$ cat config.mk
export PLATFORM = sky130hd
export DESIGN_NAME = regfile_wb_arbiter
export DESIGN_NICKNAME = d
export VERILOG_FILES = /design/src/rtl/regfile_wb_arbiter_pkg.sv /design/src/rtl/regfile_wb_arbiter_wb_result_fifo.sv /design/src/rtl/regfile_wb_arbiter.sv
export SDC_FILE = /design/constraint.sdc
export NUM_CORES = 1
export LEC_CHECK = 0
export BUFFER_PORTS_ARGS = -buffer_cell sky130_fd_sc_hd__buf_2
export CORE_MARGIN = 8
export CORE_UTILIZATION = 35
export CTS_CLUSTER_DIAMETER = 150
export CTS_CLUSTER_SIZE = 14
export DETAILED_ROUTE_END_ITERATION = 10
export PLACE_DENSITY = 0.55
export SYNTH_ARGS = -nofsm -noshare
export SYNTH_HDL_FRONTEND = slang
export SYNTH_SLANG_ARGS = --single-unit
$ cat constraint.sdc
create_clock -name clk -period 8.08 [get_ports clk]
set_input_delay 1.212 -clock clk [delete_from_list [all_inputs] [get_ports clk]]
set_output_delay 1.212 -clock clk [all_outputs]
set_load 0.005 [all_outputs]
$ cat src/rtl/regfile_wb_arbiter_pkg.sv
// Shared widths, the writeback request record and the x0 constant used by the
// register-file writeback arbiter and its divider-result buffer.
package regfile_wb_arbiter_pkg;

    localparam int REG_ADDR_W = 5;
    localparam int XLEN       = 32;
    localparam int FIFO_W     = REG_ADDR_W + XLEN;

    localparam logic [REG_ADDR_W-1:0] ZERO_REG = '0;

    typedef struct packed {
        logic                  valid;
        logic [REG_ADDR_W-1:0] rd;
        logic [XLEN-1:0]       data;
    } wb_req_t;

endpackage

$ cat src/rtl/regfile_wb_arbiter_wb_result_fifo.sv
// Small synchronous FIFO holding divider results ({rd, data}) until the
// register-file write port is free. Head is readable combinationally.
module wb_result_fifo #(
    parameter int DEPTH = 2,
    parameter int WIDTH = 37
) (
    input  logic             clk,
    input  logic             rst,
    input  logic             push,
    input  logic [WIDTH-1:0] push_data,
    input  logic             pop,
    output logic [WIDTH-1:0] head_data,
    output logic             full,
    output logic             empty
);
    localparam int AW = (DEPTH > 1) ? $clog2(DEPTH) : 1;
    localparam int CW = AW + 1;

    logic [WIDTH-1:0] mem [DEPTH];
    logic [AW-1:0]    wr_ptr_reg;
    logic [AW-1:0]    rd_ptr_reg;
    logic [CW-1:0]    count_reg;

    assign head_data = mem[rd_ptr_reg];
    assign full      = (count_reg == CW'(DEPTH));
    assign empty     = (count_reg == '0);

    // Storage carries no reset; only the pointers define what is valid.
    always_ff @(posedge clk) begin
        if (push) begin
            mem[wr_ptr_reg] <= push_data;
        end
    end

    always_ff @(posedge clk or posedge rst) begin
        if (rst) begin
            wr_ptr_reg <= '0;
            rd_ptr_reg <= '0;
            count_reg  <= '0;
        end else begin
            if (push) begin
                wr_ptr_reg <= wr_ptr_reg + AW'(1);
            end
            if (pop) begin
                rd_ptr_reg <= rd_ptr_reg + AW'(1);
            end
            case ({push, pop})
                2'b10:   count_reg <= count_reg + CW'(1);
                2'b01:   count_reg <= count_reg - CW'(1);
                default: count_reg <= count_reg;
            endcase
        end
    end

endmodule

$ cat src/rtl/regfile_wb_arbiter.sv
// Owns the register-file write port: the in-order pipeline has priority, out-of-order
// divider results wait in a buffer, and a busy scoreboard stalls decode on hazards.
module regfile_wb_arbiter
    import regfile_wb_arbiter_pkg::*;
#(
    parameter int FIFO_DEPTH   = 2,
    parameter int STARVE_LIMIT = 8
) (
    input  logic        clk,
    input  logic        rst,
    input  logic        pipe_wb_valid,
    input  logic [4:0]  pipe_wb_rd,
    input  logic [31:0] pipe_wb_data,
    input  logic        div_issue_valid,
    input  logic [4:0]  div_issue_rd,
    input  logic        div_done_valid,
    input  logic [4:0]  div_done_rd,
    input  logic [31:0] div_done_data,
    output logic        div_done_ready,
    input  logic [4:0]  dec_rs1,
    input  logic [4:0]  dec_rs2,
    input  logic [4:0]  dec_rd,
    output logic        hazard_stall,
    output logic        pipe_hold,
    output logic        regwrite,
    output logic [4:0]  writereg,
    output logic [31:0] writedata
);
    localparam int SCW = $clog2(STARVE_LIMIT + 1);

    logic                  fifo_full;
    logic                  fifo_empty;
    logic [FIFO_W-1:0]     head_bits;
    logic [REG_ADDR_W-1:0] head_rd;
    logic [XLEN-1:0]       head_data;
    logic                  pipe_win;
    logic                  push;
    logic                  pop;
    wb_req_t               win_req;

    logic [31:0]           busy_reg;
    logic [31:0]           busy_next;
    logic [SCW-1:0]        starve_cnt_reg;
    logic                  pipe_hold_reg;
    logic                  regwrite_reg;
    logic [REG_ADDR_W-1:0] writereg_reg;
    logic [XLEN-1:0]       writedata_reg;

    assign pipe_win       = pipe_wb_valid && (pipe_wb_rd != ZERO_REG);
    assign push           = div_done_valid && !fifo_full;
    assign pop            = !pipe_win && !fifo_empty;
    assign div_done_ready = !fifo_full;
    assign head_rd        = head_bits[FIFO_W-1:XLEN];
    assign head_data      = head_bits[XLEN-1:0];

    wb_result_fifo #(
        .DEPTH (FIFO_DEPTH),
        .WIDTH (FIFO_W)
    ) u_fifo (
        .clk       (clk),
        .rst       (rst),
        .push      (push),
        .push_data ({div_done_rd, div_done_data}),
        .pop       (pop),
        .head_data (head_bits),
        .full      (fifo_full),
        .empty     (fifo_empty)
    );

    // A popped x0 result still consumes its slot but never reaches the register file.
    always_comb begin
        win_req = '0;
        if (pipe_win) begin
            win_req = '{valid: 1'b1, rd: pipe_wb_rd, data: pipe_wb_data};
        end else if (pop) begin
            win_req = '{valid: (head_rd != ZERO_REG), rd: head_rd, data: head_data};
        end
    end

    // Issue sets and pop clears; a same-cycle reissue of the retiring rd keeps it busy.
    assign busy_next[0] = 1'b0;
    for (genvar gi = 1; gi < 32; gi++) begin : g_busy
        always_comb begin
            busy_next[gi] = busy_reg[gi];
            if (pop && head_rd == REG_ADDR_W'(gi)) begin
                busy_next[gi] = 1'b0;
            end
            if (div_issue_valid && div_issue_rd == REG_ADDR_W'(gi)) begin
                busy_next[gi] = 1'b1;
            end
        end
    end

    assign hazard_stall = ((dec_rs1 != ZERO_REG) && busy_reg[dec_rs1]) ||
                          ((dec_rs2 != ZERO_REG) && busy_reg[dec_rs2]) ||
                          ((dec_rd  != ZERO_REG) && busy_reg[dec_rd]);

    always_ff @(posedge clk or posedge rst) begin
        if (rst) begin
            regwrite_reg   <= 1'b0;
            writereg_reg   <= '0;
            writedata_reg  <= '0;
            busy_reg       <= '0;
            starve_cnt_reg <= '0;
            pipe_hold_reg  <= 1'b0;
        end else begin
            regwrite_reg  <= win_req.valid;
            writereg_reg  <= win_req.rd;
            writedata_reg <= win_req.data;
            busy_reg      <= busy_next;
            pipe_hold_reg <= 1'b0;
            // Non-empty without a pop means the pipeline took the port this cycle.
            if (pop || fifo_empty) begin
                starve_cnt_reg <= '0;
            end else if (starve_cnt_reg == SCW'(STARVE_LIMIT - 1)) begin
                starve_cnt_reg <= '0;
                pipe_hold_reg  <= 1'b1;
            end else begin
                starve_cnt_reg <= starve_cnt_reg + SCW'(1);
            end
        end
    end

    assign regwrite  = regwrite_reg;
    assign writereg  = writereg_reg;
    assign writedata = writedata_reg;
    assign pipe_hold = pipe_hold_reg;

endmodule

==> impl_results.md <==
- Synth top area share: 0.336
- CP required: just under 7 ns
- Synthesized Nets: around 610
- Placement Rows: 50
- Vias in the first global route: around 5000
- Fmax: between 200 and 250 MHz
- Max Buffers Root-to-Sink: 2
- Top cells by area, synth: edfxtp_1, dfrtp_1, mux2i_1
- Clock Skew: between 0.007 and 0.008 ns
- Slew Limit Fails: 0
- Min-delay worst type: flip-flop to flip-flop
- Critical Path Sink: hazard_stall
- Nets: about 750
- RSZ-0062 raised after global routing: false
- Post-synth EDFFs: 74
- CTS buffer count: 17
- Fillers: approximately 1700
- # IOs: 140
- Worst setup EP type: primary output
- Max reg flops: 74
- Synth unique cells: 47
- Flop2flop setup slack: 5.48 ns
- CP Data Arrival Time: between 3 and 4 ns
- Worst-path clk slew: ~0.06 ns
- Largest net degree at the start of global routing: 79
- Status: complete, no violations
- Cell count after synthesis: between 500 and 600
- Ant diodes: 0
- Finish-stage setup viols: 0
- Worst slew margin: 0.330
- Sink Count: 152
- First-pass GRT wire length: ~28 mm
- Crit-path max FO: 10
- Die Height: 153 µm
- Worst R2R Path Depth: 5
- Post-route setup TNS: 0 ns
- Tot GR Track Use: 0.150
- Placer Congestion: 0.869
- DR WL/cell: between 15 and 20 µm
- Layout cells sized above 1: 0.311
- Share of synthesized flip-flops with an asynchronous set or reset: 0.513
- Root Driver: clkbuf_16
- Vias per Instance: between 5 and 6
- Core area: 18600 µm²
- Total power: between 0.002 and 0.003 W
- Yosys reg bits: approximately 150
- Die width: 153 µm
- Most used DFF post-synth: dfrtp_1
- Die area: approximately 24000 µm²
- Worst VDD drop: approximately 0.00015 V
- Mapped Avg Cell Area: roughly 13 µm²
- Deepest level of the CTS H-tree: 4
- Drt total wl: 17.3 mm
- Worst-skew pair later-pin latency: approximately 0.41 ns
- Number of routed nets with antenna violations: 0
- Drt drc: 0
- Post-CTS sizing: 0
- Sequential share of the synthesized area: 0.631
- Final HPWL DP: 12.5 mm
- Min Clock Period, post-route: about 4.3 ns
- Post-CTS Setup Bufs: 0
- Fin crit share: 0.533
- Antenna violations before repair: 6
- Pwr Density: about 330 nW/µm²
- Critical path class: primary input to primary output
- Crit path from: dec_rs1[0]
- GR Overflow Total: 0
- CTS tree: built
- RR Endpoint: busy_reg[11]
- Final hold viol count: 0
- PortBufs: between 100 and 150
- Max_cap viols: 0
- Actual slew at the worst max-slew pin: around 1 ns
- Initial DRC count: 323
- Initial core utilization: 0.355
- Startpoint Class: primary input
- Post-Syn Area: between 6000 and 7000 µm²
- Vias: approximately 4700
- Yosys Warn Count: 0
- Hold_ws: 0.481 ns
- Yosys top cell by area: edfxtp_1
- Reg2Reg Launch Point: u_fifo.rd_ptr_reg
- Hold_buf cts: 0
- P&R area growth vs syn: 21.8%
- Leak Pwr: about 3.3 nW
- DRT Pass-1 Iters: 5
-- cell usage after synthesis (8+ instances only) --
| cell type | instances |
|---|---|
| dfrtp_1 | 78 |
| mux2i_1 | 47 |
| o21ai_1 | 13 |
| nand2_1 | 45 |
| o21ai_0 | 88 |
| nor2b_1 | 9 |
| clkbuf_1 | 11 |
| mux4_2 | 15 |
| nor2_1 | 17 |
| or4_1 | 8 |
| edfxtp_1 | 74 |
-- cell usage in the layout, fill, tap and decap left out, drive strengths merged, types with 2 or more instances in the layout --
cell type	instances
buf	143
o21ai	101
dfrtp	78
edfxtp	74
mux2i	47
nand2	45
clkbuf	20
nor2	17
mux4	15
or4	11
nor2b	9
nand3	7
mux2	7
nand3b	7
inv	7
nand2b	6
clkinv	6
a32oi	5
nand4b	5
xnor2	5
nor3	5
clkinvlp	5
a21oi	4
or2	3
a22oi	3
a2bb2oi	2
ha	2
-- power by group --
part	switching, W	internal, W	leakage, nW
combinational	0.000374	0.000314	1.46
clock	0.000304	0.000390	0.238
sequential	0.000175	0.00106	1.64
total	0.000852	0.00177	3.33
-- how the worst min path moves through the flow --
stage	startpoint	endpoint	slack (ns)	depth (start not counted)
2_1_floorplan	starve_cnt_reg[0]	starve_cnt_reg[0]	0.44	1
3_3_place_gp	starve_cnt_reg[0]	starve_cnt_reg[0]	0.45	1
3_5_place_dp	starve_cnt_reg[0]	starve_cnt_reg[0]	0.47	1
4_1_cts	starve_cnt_reg[0]	starve_cnt_reg[0]	0.48	1
5_1_grt	starve_cnt_reg[0]	starve_cnt_reg[0]	0.51	1
6_report	starve_cnt_reg[0]	starve_cnt_reg[0]	0.48	1
-- cell type report --
type | instances | area (µm²) | area share
multi-input cells | 324 | 2320 | 0.288
well taps | 234 | 293 | 0.0364
repair buffers | 143 | 726 | 0.0901
clock buffers | 20 | 437 | 0.0542
clock inverters | 11 | 78.8 | 0.00979
flip-flops and latches | 152 | 4180 | 0.518
inverters | 7 | 27.5 | 0.00342
-- per-stage QoR --
| stage | cell area [µm²] | worst slack, ns | utilization | std cells |
|---|---|---|---|---|
| after detailed placement | 7540 | 3.77 | 0.404 | 860 |
| after floorplan | 6610 | 4.04 | - | 505 |
| after CTS | 8050 | 3.76 | 0.432 | 891 |
| after global placement | 7540 | 3.74 | 0.404 | 860 |
| final | 8050 | 3.78 | 0.432 | 891 |
| after global routing | 8050 | 3.60 | 0.432 | 891 |
-- logic make-up (layout without fill, tap and decap cells) --
kind of cell | count (synthesis) | after routing | synth area share
adder cells (fa/ha/maj) | 2 | 2 | 0.00378
XOR/XNOR | 6 | 6 | 0.00795
buffers and inverters | 29 | 181 | 0.0199
AO/OA/AOI/OAI | 127 | 127 | 0.107
AND/OR/NAND/NOR | 120 | 120 | 0.0959
multiplexers | 69 | 69 | 0.134
flip-flops | 152 | 152 | 0.631
-- critical path: stages --
cell       delay (ns)
buf_2            0.22
mux4_2           0.52
and4b_1          0.20
a41oi_1          0.16
o2111ai_1        0.11
or4_1            0.52
buf_2            0.14
-- layer usage --
layer / track usage / part of all wire / vias up
met3: 0.0584 / 0.081 / 40
met4: 0.0537 / 0.020 / 12
met2: 0.238 / 0.47 / 185
met5: 0 / 0.0035 / -
met1: 0.182 / 0.42 / 2272
li1: - / - / 2192
(Power assumes the default switching activity.)
